--- config.mk ---
export PLATFORM = sky130hd
export DESIGN_NAME = loader_ram_bridge
export DESIGN_NICKNAME = d
export VERILOG_FILES = /design/src/rtl/loader_pkg.sv /design/src/rtl/loader_wr_fifo.sv /design/src/rtl/loader_ram_bridge.sv
export SDC_FILE = /design/constraint.sdc
export NUM_CORES = 1
export LEC_CHECK = 0
export CELL_PAD_IN_SITES_DETAIL_PLACEMENT = 0
export CELL_PAD_IN_SITES_GLOBAL_PLACEMENT = 1
export CORE_MARGIN = 5
export CORE_UTILIZATION = 50
export DETAILED_ROUTE_END_ITERATION = 7
export HOLD_SLACK_MARGIN = 0.12
export PLACE_DENSITY = 0.82
export SYNTH_ARGS = -nofsm -noshare
export SYNTH_HDL_FRONTEND = slang
export SYNTH_SLANG_ARGS = --single-unit
export TNS_END_PERCENT = 50
--- constraint.sdc ---
create_clock -name clock -period 5.6 [get_ports clock]
set_input_delay 0.84 -clock clock [delete_from_list [all_inputs] [get_ports clock]]
set_output_delay 0.84 -clock clock [all_outputs]
set_load 0.01 [all_outputs]
--- src/rtl/loader_pkg.sv ---
// Shared types and constants for the CMD-file loader and its RAM bridge.
package loader_pkg;

    localparam int unsigned LOADER_ADDR_W = 16;
    localparam int unsigned LOADER_DATA_W = 8;

    // Byte offsets of the execute address inside a CMD transfer-address record
    localparam int unsigned SYSTEM_ENTRY_LSB = 0;
    localparam int unsigned SYSTEM_ENTRY_MSB = 1;

    typedef enum logic [0:0] {
        IDLE = 1'b0,
        REQ  = 1'b1
    } bridge_state_t;

    typedef struct packed {
        logic [LOADER_ADDR_W-1:0] addr;
        logic [LOADER_DATA_W-1:0] data;
    } wr_entry_t;

endpackage

--- src/rtl/loader_wr_fifo.sv ---
// Small synchronous FIFO for buffered loader writes; a push on a full FIFO
// is accepted only when a pop frees the slot in the same cycle.
module loader_wr_fifo #(
    parameter int unsigned DEPTH = 8,
    parameter int unsigned W     = 24
) (
    input  logic                     clock,
    input  logic                     reset,
    input  logic                     push,
    input  logic                     pop,
    input  logic [W-1:0]             din,
    output logic                     full_c,
    output logic                     empty_c,
    output logic [$clog2(DEPTH):0]   count_nxt_c,
    output logic [W-1:0]             head_c
);

    localparam int unsigned AW    = $clog2(DEPTH);
    localparam int unsigned CNT_W = AW + 1;

    logic [W-1:0]     mem [DEPTH];
    logic [AW-1:0]    wr_ptr;
    logic [AW-1:0]    rd_ptr;
    logic [CNT_W-1:0] count;
    logic             push_ok;
    logic             pop_ok;

    assign full_c  = (count == CNT_W'(DEPTH));
    assign empty_c = (count == '0);
    assign pop_ok  = pop && !empty_c;
    assign push_ok = push && (!full_c || pop_ok);
    assign head_c  = mem[rd_ptr];

    always_comb begin
        count_nxt_c = count;
        case ({push_ok, pop_ok})
            2'b10:   count_nxt_c = count + CNT_W'(1);
            2'b01:   count_nxt_c = count - CNT_W'(1);
            default: count_nxt_c = count;
        endcase
    end

    always_ff @(posedge clock or posedge reset) begin
        if (reset) begin
            wr_ptr <= '0;
            rd_ptr <= '0;
            count  <= '0;
        end else begin
            if (push_ok) wr_ptr <= wr_ptr + AW'(1);
            if (pop_ok)  rd_ptr <= rd_ptr + AW'(1);
            count <= count_nxt_c;
        end
    end

    // Storage carries no reset; only pointers define validity
    always_ff @(posedge clock) begin
        if (push_ok) mem[wr_ptr] <= din;
    end

endmodule

--- src/rtl/loader_ram_bridge.sv ---
// Buffers loader write pulses and replays them to the shared RAM port via
// req/ack while the CPU is idle; holds the CPU and launches the program.
module loader_ram_bridge
    import loader_pkg::*;
#(
    parameter int unsigned ADDR  = 16,
    parameter int unsigned DATA  = 8,
    parameter int unsigned DEPTH = 8
) (
    input  logic            clock,
    input  logic            reset,
    input  logic            loader_wr,
    input  logic [ADDR-1:0] loader_addr,
    input  logic [DATA-1:0] loader_data,
    input  logic            loader_download,
    input  logic            execute_enable,
    input  logic [ADDR-1:0] execute_addr,
    input  logic            cpu_mem_busy,
    output logic            ram_req,
    output logic [ADDR-1:0] ram_addr,
    output logic [DATA-1:0] ram_data,
    input  logic            ram_ack,
    output logic            fifo_almost_full,
    output logic            cpu_wait,
    output logic            jump_req,
    output logic [ADDR-1:0] jump_addr,
    output logic            overflow
);

    localparam int unsigned CNT_W = $clog2(DEPTH) + 1;
    localparam int unsigned ENT_W = ADDR + DATA;

    bridge_state_t    state;
    bridge_state_t    state_nxt;
    logic             pop;
    logic             drop;
    logic             full_c;
    logic             empty_c;
    logic [CNT_W-1:0] count_nxt_c;
    logic [ENT_W-1:0] head_c;
    logic             download_q;
    logic             download_rise;
    logic             jump_fire;
    logic             exec_pending;
    logic             exec_pending_nxt;

    loader_wr_fifo #(
        .DEPTH (DEPTH),
        .W     (ENT_W)
    ) u_fifo (
        .clock       (clock),
        .reset       (reset),
        .push        (loader_wr),
        .pop         (pop),
        .din         ({loader_addr, loader_data}),
        .full_c      (full_c),
        .empty_c     (empty_c),
        .count_nxt_c (count_nxt_c),
        .head_c      (head_c)
    );

    assign pop           = (state == REQ) && ram_ack;
    assign drop          = loader_wr && full_c && !pop;
    assign download_rise = loader_download && !download_q;
    assign jump_fire     = exec_pending && !loader_download && empty_c &&
                           (state == IDLE) && !execute_enable;

    always_ff @(posedge clock or posedge reset) begin
        if (reset) state <= IDLE;
        else       state <= state_nxt;
    end

    always_comb begin
        state_nxt        = state;
        exec_pending_nxt = exec_pending;
        case (state)
            IDLE:    if (!empty_c && !cpu_mem_busy) state_nxt = REQ;
            REQ:     if (ram_ack) state_nxt = IDLE;
            default: state_nxt = IDLE;
        endcase
        if (execute_enable)                  exec_pending_nxt = 1'b1;
        else if (download_rise || jump_fire) exec_pending_nxt = 1'b0;
    end

    // cpu_wait looks at post-edge values so it falls together with jump_req
    always_ff @(posedge clock or posedge reset) begin
        if (reset) begin
            ram_req          <= 1'b0;
            ram_addr         <= '0;
            ram_data         <= '0;
            fifo_almost_full <= 1'b0;
            cpu_wait         <= 1'b0;
            jump_req         <= 1'b0;
            jump_addr        <= '0;
            overflow         <= 1'b0;
            exec_pending     <= 1'b0;
            download_q       <= 1'b0;
        end else begin
            ram_req          <= (state_nxt == REQ);
            fifo_almost_full <= (count_nxt_c >= CNT_W'(DEPTH - 2));
            cpu_wait         <= loader_download || (count_nxt_c != '0) ||
                                (state_nxt != IDLE) || exec_pending_nxt;
            jump_req         <= jump_fire;
            exec_pending     <= exec_pending_nxt;
            download_q       <= loader_download;
            if ((state == IDLE) && (state_nxt == REQ)) begin
                ram_addr <= head_c[ENT_W-1:DATA];
                ram_data <= head_c[DATA-1:0];
            end
            if (execute_enable)     jump_addr <= execute_addr;
            if (drop)               overflow  <= 1'b1;
            else if (download_rise) overflow  <= 1'b0;
        end
    end

endmodule

==> flow_metrics.env <==
export IMPL_status="completed"
export IMPL_timing_final_crit_share_pct=56.9
export IMPL_viasPerCell=5.48
export IMPL_fin_util_pct=60.8
export IMPL_fillers=1310
export IMPL_final_cell_mix="edfxtp_1, clkdlybuf4s50_1, dfrtp_1, mux4_2, nand2_1"
export IMPL_path_clk_slew_ns=0.05
export IMPL_initial_core_util_pct=50.7
export IMPL_grt_pass1_vias=4869
export IMPL_netlist_area_um2=9490
export IMPL_cts_tree="done"
export IMPL_finalWirelength_um=17500
export IMPL_maxCapViolations=0
export IMPL_cp_arrival_ns=3.56
export IMPL_ys_seq_area_share_pct=75.8
export IMPL_synthArstFlopShare_pct=22.9
export IMPL_grt_usage_pct=16.5
export IMPL_hold_viol=0
export IMPL_route_detailed_drc=0
export IMPL_end_kind="register"
export IMPL_dieArea_um2=21800
export IMPL_areaGrowthSynthToFinish_pct=19.9
export IMPL_power_density_nw_per_um2=487
export IMPL_firstDrtPassIters=4
export IMPL_place_detailed_hpwl_um=10000
export IMPL_numPortBuffers=91
export IMPL_hold_path_class="register to register"
export IMPL_synth_warnings=0
export IMPL_overflow=0
export IMPL_syn_avg_cell_area_um2=19.9
export IMPL_fp_dieH_um=148
export IMPL_vias=4584
export IMPL_grt_setup_unrepaired="no"
export IMPL_ys_ff_latch=249
export IMPL_antenna_found_initial=0
export IMPL_fin_skew_ns=0.0171
export IMPL_tns_ns=0
export IMPL_peakVddDrop_mv=0.288
export IMPL_cts_buffer_depth=3
export IMPL_htreeDepth=1
export IMPL_crit_fanout=5
export IMPL_fin_crit_ns=3.19
export IMPL_relSlewSlack_pct=33.4
export IMPL_slew_viol_final=0
export IMPL_max_freq_ghz=0.314
export IMPL_io_pins=92
export IMPL_setup_viol=0
export IMPL_clock_latency_ns=0.52
export IMPL_cts_resized_gates=0
export IMPL_syn_nets=528
export IMPL_criticalPathCategory="primary input to register"
export IMPL_syn_instance_count=476
export IMPL_cts_sinks=249
export IMPL_wl_per_cell_um=20.9
export IMPL_leakagePower_uw=0.00397
export IMPL_synth_edf_count=192
export IMPL_drive_above_1_share_pct=20.1
export IMPL_crit_required_ns=5.98
export IMPL_cts_buffers_inserted=25
export IMPL_postCtsSetupRepairBufs=0
export IMPL_synth_main_ff_cell="edfxtp_1"
export IMPL_grt_pass1_wl_um=27700
export IMPL_num_nets_final=636
export IMPL_layout_commonest_cell="edfxtp_1"
export IMPL_rows=50
export IMPL_ys_types=31
export IMPL_globalplace_congestion=0.723
export IMPL_hold_buffers=0
export IMPL_die_w_um=148
export IMPL_cts_root_buffer="clkbuf_16"
export IMPL_antenna_left=0
export IMPL_start_kind="primary input"
export IMPL_core_um2=18700
export IMPL_tightest_slew_ns=0.999
export IMPL_n_antenna_cell=0
export IMPL_grt_max_degree=58
export IMPL_drtIter0Drc=258
[worst max-delay path, stage by stage]
cell	delay, ns
clkdlybuf4s50_1	0.47
nand2_1	0.09
a31oi_1	0.38
inv_1	0.16
ha_1	0.28
xor2_1	0.18
ha_1	0.30
mux2_2	0.28
or3_1	0.34
nor3_1	0.14
nand3_1	0.09
[synth_stat cells (5+ instances only)]
master    count  area, µm²
dfrtp_1      57       1430
mux4_2       46       1040
o21ai_1      18       90.1
xnor2_1       5       43.8
nand2_1      36        135
o21ai_0       9       45.0
ha_1          5       62.6
buf_2         6       30.0
mux2i_1      24        240
edfxtp_1    192       5770
mux2_2       18        203
nor2_1        9       33.8
inv_1         7       26.3
[routing by layer]
layer | track usage, % | vias to the layer above | part of all wire (%)
met5 | 0 | - | 0
met4 | 3.96 | 0 | 1.7
met3 | 3.37 | 24 | 6.6
met2 | 28.0 | 146 | 50
met1 | 22.1 | 2319 | 42
li1 | - | 2095 | -
[state kept, by name, indices dropped and copies added (netlist names)]
name / count
u_fifo.rd_ptr: 3
ram_addr: 16
exec_pending: 1
u_fifo.mem: 192
u_fifo.count: 4
download_q: 1
u_fifo.wr_ptr: 3
jump_req: 1
jump_addr: 16
ram_data: 8
ram_req: 1
cpu_wait: 1
overflow: 1
fifo_almost_full: 1
[stage by stage]
step	power, µW	cell area [µm²]	setup WS, ns	hold slack (ns)	instances
floorplan	3620	9490	2.09	0.487	476
global placement	4100	10700	1.94	0.467	791
detailed placement	4150	10700	1.91	0.475	791
CTS	5630	11400	2.44	0.487	837
global route	5860	11400	2.21	0.512	837
finish	5540	11400	2.41	0.482	837
[logic make-up (layout without fill, tap and decap cells)]
family	count (synthesis)	in the layout	synth area share (%)
AO/OA/AOI/OAI	33	33	1.85
AND/OR/NAND/NOR	63	63	2.97
multiplexers	90	90	16.1
XOR/XNOR	8	8	0.738
buffers and inverters	28	155	1.89
flip-flops	249	249	75.8
adder cells (fa/ha/maj)	5	5	0.659
[power breakdown]
part           leakage, µW  switching, µW  internal, µW
clock network     0.000352            644           821
logic              0.00120            695           785
registers          0.00242            245          2350
total              0.00397           1580          3960
[final timing paths]
path                                      start               end  slack [ns]  cells after the start
worst min-delay path                ram_data[4]       ram_data[4]        0.48                      2
min in group asynchronous                 reset      ram_addr[15]        0.88                      3
worst max register to register  u_fifo.count[1]          cpu_wait        2.71                     10
max in group asynchronous                 reset  u_fifo.rd_ptr[0]        4.14                      3
worst max-delay path                    ram_ack          cpu_wait        2.41                     11
worst min register to register      ram_data[4]       ram_data[4]        0.48                      2
[cell type report]
class	instances	area [µm²]	share of cell area [%]
inverters	7	26.3	0.231
flip-flops and latches	249	7200	63.3
clock inverters	14	67.6	0.594
multi-input cells	199	2150	18.9
clock buffers	32	652	5.73
repair buffers	102	993	8.73
well taps	234	293	2.57
Note: power is estimated with default switching activity, not from simulation.
